### src/rtl/stream_sum_pkg.sv
// Shared types and defaults for the stream_sum accumulator.
package stream_sum_pkg;
  localparam int unsigned WIDTH_DEF = 32;

  typedef enum logic [1:0] {
    IDLE    = 2'd0,
    LAUNCH  = 2'd1,
    COLLECT = 2'd2,
    RESULT  = 2'd3
  } state_e;
endpackage

### src/rtl/stream_sum.sv
// Launches an upstream generator, sums its data beats until a terminator,
// then holds the sum/count/overflow result until the host accepts it.
module stream_sum
  import stream_sum_pkg::*;
#(
  parameter int WIDTH = WIDTH_DEF
) (
  input  logic             __clock,
  input  logic             __reset,
  input  logic             __start,
  input  logic [WIDTH-1:0] n,
  input  logic             __ready,
  output logic             __valid,
  output logic             __done,
  output logic [WIDTH-1:0] __output_0,
  output logic [WIDTH-1:0] __output_1,
  output logic             __overflow,
  output logic [WIDTH-1:0] up_n,
  output logic             up_start,
  output logic             up_ready,
  input  logic             up_valid,
  input  logic             up_done,
  input  logic [WIDTH-1:0] up_output_0
);

  state_e           state_q, state_d;
  logic [WIDTH-1:0] up_n_q, up_n_d;
  logic [WIDTH-1:0] sum_q, sum_d;
  logic [WIDTH-1:0] cnt_q, cnt_d;
  logic             ovf_q, ovf_d;
  logic [WIDTH:0]   add;
  logic             accept;

  assign accept = (state_q == COLLECT) && up_valid;
  assign add    = {1'b0, sum_q} + {1'b0, up_output_0};

  always_ff @(posedge __clock or posedge __reset) begin
    if (__reset) state_q <= IDLE;
    else         state_q <= state_d;
  end

  always_comb begin
    state_d = state_q;
    case (state_q)
      IDLE:    if (__start) state_d = LAUNCH;
      LAUNCH:  state_d = COLLECT;
      COLLECT: if (accept && up_done) state_d = RESULT;
      RESULT:  if (__ready) state_d = IDLE;
      default: state_d = IDLE;
    endcase
  end

  // Every host-facing output is a decode of flops only, so up_* never
  // reaches them combinationally.
  always_comb begin
    up_start   = (state_q == LAUNCH);
    up_ready   = (state_q == COLLECT);
    __valid    = (state_q == RESULT);
    __done     = (state_q == RESULT);
    __output_0 = sum_q;
    __output_1 = cnt_q;
    __overflow = ovf_q;
    up_n       = up_n_q;
  end

  always_comb begin
    up_n_d = up_n_q;
    sum_d  = sum_q;
    cnt_d  = cnt_q;
    ovf_d  = ovf_q;
    if (state_q == IDLE && __start) begin
      up_n_d = n;
      sum_d  = '0;
      cnt_d  = '0;
      ovf_d  = 1'b0;
    end else if (accept && !up_done) begin
      // terminator data is ignored; only real beats accumulate
      sum_d = add[WIDTH-1:0];
      ovf_d = ovf_q | add[WIDTH];
      cnt_d = cnt_q + 1'b1;
    end
  end

  always_ff @(posedge __clock or posedge __reset) begin
    if (__reset) begin
      up_n_q <= '0;
      sum_q  <= '0;
      cnt_q  <= '0;
      ovf_q  <= 1'b0;
    end else begin
      up_n_q <= up_n_d;
      sum_q  <= sum_d;
      cnt_q  <= cnt_d;
      ovf_q  <= ovf_d;
    end
  end

endmodule

### config.mk
export PLATFORM = sky130hd
export DESIGN_NAME = stream_sum
export DESIGN_NICKNAME = d
export VERILOG_FILES = /design/src/rtl/stream_sum_pkg.sv /design/src/rtl/stream_sum.sv
export SDC_FILE = /design/constraint.sdc
export NUM_CORES = 1
export LEC_CHECK = 0
export CAP_MARGIN = 20
export CORE_MARGIN = 10
export CORE_UTILIZATION = 48
export DETAILED_ROUTE_END_ITERATION = 7
export PLACE_DENSITY = 0.84
export SLEW_MARGIN = 20
export SYNTH_ARGS = -nofsm -noshare
export SYNTH_HDL_FRONTEND = slang
export SYNTH_SLANG_ARGS = --single-unit
### constraint.sdc
create_clock -name __clock -period 4.05 [get_ports __clock]
set_input_delay 0.81 -clock __clock [delete_from_list [all_inputs] [get_ports __clock]]
set_output_delay 0.81 -clock __clock [all_outputs]
set_load 0.005 [all_outputs]
* Word level (Yosys, flattened, before mapping) *
Index checks and enable logic that the tools add are counted.

operators by class
  equal/unequal tests = 6
  bitwise logic cells = 1
  $add $sub $neg = 2
  multiplexer cells = 10
  reduce and logical (&&, ||, !) cells = 8

operators by type and width
  cell                     count
  $mux W32                 4
  $add A32 B32 Y33         1
  $add A32 B1 Y32 const B  1
  $pmux W2 S4              1
  $mux W2                  3
  $eq A2 B2 Y1 const B     2
  $logic_and A1 B1 Y1      4
  $ne A2 B2 Y1 const B     2
  $reduce_and A3 Y1        1
  $eq A2 B1 Y1 const B     1
  $logic_not A2 Y1         1
  $mux W1                  2
  $ne A2 B1 Y1 const B     1
  $reduce_bool A2 Y1       1
  $logic_not A1 Y1         1
  $or A1 B1 Y1             1

word-level totals
  flip-flop bits (word level) = 99
  logic and storage cells = 32

* Depth between registers and ports, before layout *
  depth after elaboration = 5
  depth in mapped cells = 12
  gate-level depth less buffers = 10

* Least setup slack after synthesis *
Ideal clock, no wire load.

  path type = input to register
  start point = in up_output_0[0]
  end point = reg sum_q[26], in the netlist __output_0[26]
  data arrival time = 2,899 ps
  path slack = 1,047 ps
  buffers on the path = 0
  cell stages on the path = 10
  cells stage by stage = ha_1 > fa_1 > a211oi_2 > nor4_1 > nor2_1 > a21oi_2 > or2_4 > a31o_1 > a2111o_1 > o311ai_1

on the way
  longest elaborated chain between the ends = 3

RTL lines
  what                  RTL line          text
  from (decl)           stream_sum.sv:23  input logic [WIDTH-1:0] up_output_0
  $add A32 B32 Y33      stream_sum.sv:35  assign add = {1'b0, sum_q} + {1'b0, up_output_0};
  $mux W32              stream_sum.sv:76  end else if (accept && !up_done) begin
  $mux W32              stream_sum.sv:71  if (state_q == IDLE && __start) begin
  to (signal assigned)  stream_sum.sv:92  sum_q <= sum_d;
  to (decl)             stream_sum.sv:28  logic [WIDTH-1:0] sum_q, sum_d;

No other way between the ends. The select of a mux whose other input is x is not followed.
A chain may end at the register's enable or synchronous reset.

* Worst setup path after layout *
  start point = in up_output_0[0]
  end point = reg sum_q[30], in the netlist __output_0[30]

Same word-level chain as after synthesis.

==> flow_summary.json <==
{
  "detail_route.wirelength_um": 17200,
  "drt_pass1_iterations": 5,
  "cts-buffers-inserted": 9,
  "synth_cell_types": 63,
  "max-cap-violations": 0,
  "number_of_warnings_reported_in_the_yosys_synthesis_log": 0,
  "design_area_sq_mm": 0.00802,
  "timing.final.crit_period_ns": 3.33,
  "tightestPinTransition_ns": 0.653,
  "clock_insertion_delay_worst_skew_ns": 0.35,
  "floorplan.initialDensity": 0.489,
  "synth_seq_cells": 99,
  "yosysTopAreaCell": "dfrtp_1",
  "async_reset_ff_frac": 1.00,
  "path_cells": "clkdlybuf4s50_1 -> ha_1 -> fa_1 -> a211oi_2 -> nor4_1 -> nor2_1 -> a21oi_2 -> or2_4 -> a21oi_1 -> mux2_2 -> nor3_1",
  "worst_ep_arrival_time_ns": 3.60,
  "timing.hold.worst.class": "flop to flop",
  "synth-compound-area-share": 0.159,
  "worst_slack_ns": 0.723,
  "setup.reg_to_reg.worst_slack_ns": 1.17,
  "worst_setup_path_start_kind": "input port",
  "post_cts_resize_count": 0,
  "dr_vias_cell": 5.59,
  "r2r_cells": 10,
  "i_o_pins": 171,
  "p_per_area_mw_per_mm2": 615,
  "synthDominantCellAreaShare": 0.422,
  "num_rows": 40,
  "filler_cell_count": 960,
  "synth_fp_nets": 797,
  "layout-drive-gt1-share": 0.0446,
  "worst_hold_path.num_cells": 2,
  "status": "finished clean",
  "irDropWorstVdd_v": 0.000440,
  "grt_first_pass_wirelength_um": 27900,
  "detail_route.wl_per_cell_um": 17.2,
  "synth_most_common_cell": "nand2_1",
  "detailed_place.area_sq_mm": 0.00770,
  "combinational_family_with_the_most_area_after_synthesis": "simple AND/OR/NAND/NOR gates",
  "synth_top_flop_cell": "dfrtp_1",
  "path_class": "input port to flop",
  "cts_post_setup_buffers_inserted": 0,
  "synthCells": 688,
  "finalMaxSlewViolations": 0,
  "drt_iter0_markers": 426,
  "max_clock_freq_mhz": 301,
  "fin_skew_ns": 0.00811,
  "cp-end-kind": "flop",
  "fin_cells": 999,
  "critical_path.max_fanout": 3,
  "synth-seq-area-share": 0.422,
  "leakage_nw": 3.64,
  "grt_start_max_net_pins": 100,
  "simple_gate_portion_of_the_synthesized_area": 0.228,
  "grt_antenna_before_repair": 0,
  "holdWs_ns": 0.474,
  "htree_levels": 3,
  "dp.cells": 983,
  "post_synth_main_area_contributors": "dfrtp_1 (42%), nand2_1 (11%), ha_1 (8.1%)",
  "num_antenna_cells": 0,
  "hpwl_after_detailed_placement_um": 12500,
  "grt_overflow": 0,
  "placeableCoreArea_sq_mm": 0.0120,
  "timing.critical_path.required_ns": 4.32,
  "port-buffer-count": 170,
  "die_height_um": 131,
  "die_area_sq_mm": 0.0171,
  "setup_viol": 0,
  "critical-path-max-stage-delay_ns": 0.45,
  "ctsHoldBuffers": 0,
  "pre_cts_slack_ns": 0.405,
  "drt.antenna.violating_nets": 0,
  "die_x_um": 131,
  "num_vias": 5582,
  "cts.sink_count": 99,
  "slowest_stage": "fa_1",
  "ctsRootBufferMaster": "clkbuf_16",
  "hold_path_startpoint": "up_n[28]",
  "nets": 956,
  "clk_pin_slew_ns": 0.07,
  "areaGrowthSynthToFinish_pct": 36.5,
  "remaining_drc_errors": 0,
  "postSynthAreaPerCell_sq_um": 8.54,
  "synth.top_cells.by_count": "nand2_1 (168), dfrtp_1 (99), nor2_1 (61)",
  "syn_area_sq_mm": 0.00588,
  "tns_ns": 0,
  "grt_setup_unrepaired": "false",
  "count_of_flip_flops_with_a_built_in_enable_after_synthesis": 0,
  "synth-adder-area-share": 0.0843,
  "slew_headroom": 0.565,
  "globalRouteTotalUtil": 0.204,
  "cts_tree": "done",
  "r2r_start": "__output_0[0]",
  "hold_path_end": "up_n[28]",
  "critical_path.reg2reg.endpoint": "__output_0[30]",
  "grt_pass1_vias": 5582,
  "muxShareOfSynthArea": 0.00192,
  "routabilityCongestion": 0.911,
  "synth-xor-area-share": 0.0730,
  "min_period_over_period": 0.821,
  "finalHoldViolations": 0,
  "cts_buffer_depth": 2
}
-- sequential cells by signal, indices dropped and copies added (netlist names) --
register / flops
__output_0: 32
__output_1: 32
__overflow: 1
state_q: 2
up_n: 32
-- layout by cell type (no fill, tap or decap), drive strengths merged, types with 3 or more instances in the layout --
master         netlist  routed
ha                  38      38
a211oi              12      12
inv                 15      19
nor2                61      61
clkdlybuf4s50        0     170
buf                  3       5
dfrtp               99      99
nor4                 3       3
clkbuf              23      10
o21a                 4       4
o21ai               38      38
xnor2               21      21
or2                  5       5
o21bai               3       3
nand3               21      21
nand2              170     170
nand4               13      13
or3                  5       5
a31oi                4       4
and2                 4       4
a21oi               56      56
nor3                 5       5
xor2                28      28
a21o                14      14
and3                 9       9
-- stage by stage --
stage	total power [W]	util
CTS	0.00495	0.668
global placement	0.00393	0.641
global route	0.00531	0.668
finish	0.00494	0.668
floorplan	0.00290	-
detailed placement	0.00398	0.641
-- metal layers --
| metal | vias to the layer above | global-route usage | routed length (um) |
|---|---|---|---|
| met1 | 2665 | 0.240 | 6980 |
| met5 | - | 0 | 0 |
| met3 | 21 | 0.0842 | 1880 |
| met4 | 0 | 0.0687 | 288 |
| li1 | 2684 | - | - |
| met2 | 212 | 0.330 | 8080 |
-- how the worst max path moves through the flow --
stage                               from        endpoint  slack (ns)  depth (start not counted)
after global routing      up_output_0[0]  __output_0[20]        0.53                         11
after global placement    up_output_0[0]  __output_0[26]        0.47                         11
after detailed placement  up_output_0[0]  __output_0[26]        0.40                         11
final                     up_output_0[0]  __output_0[30]        0.72                         11
after CTS                 up_output_0[0]  __output_0[26]        0.77                         11
after floorplan                  __reset   __output_0[0]        0.65                          1
-- logic make-up after synthesis --
| kind of cell | count (synthesis) |
|---|---|
| compound gates | 151 |
| xor+xnor | 49 |
| fa+ha+maj | 39 |
| buf+inv | 42 |
| flops | 99 |
| mux | 1 |
| simple gates | 307 |
-- worst max-delay path: cells and delay by family --
| kind | cells | cell delay, ns |
|---|---|---|
| AND/OR/NAND/NOR | 4 | 0.71 |
| adder cells (fa/ha/maj) | 2 | 0.67 |
| AO/OA/AOI/OAI | 3 | 0.64 |
| buffers and inverters | 1 | 0.41 |
| multiplexers | 1 | 0.36 |
-- final cells by class --
cell class              count  area (sq um)  share of cell area
clock buffers              10           229              0.0285
well taps                 147           184              0.0229
multi-input cells         547          3210               0.401
clock inverters             6          95.1              0.0119
inverters                  15          58.8             0.00733
repair buffers            175          1760               0.220
flip-flops and latches     99          2480               0.309
-- power by group --
group | leakage (nW) | switching, W | internal, W
clock network | 0.158 | 0.000407 | 0.000551
logic | 2.17 | 0.00125 | 0.00121
registers | 1.31 | 0.000225 | 0.00129
total | 3.64 | 0.00188 | 0.00305
(Power assumes the default switching activity.)
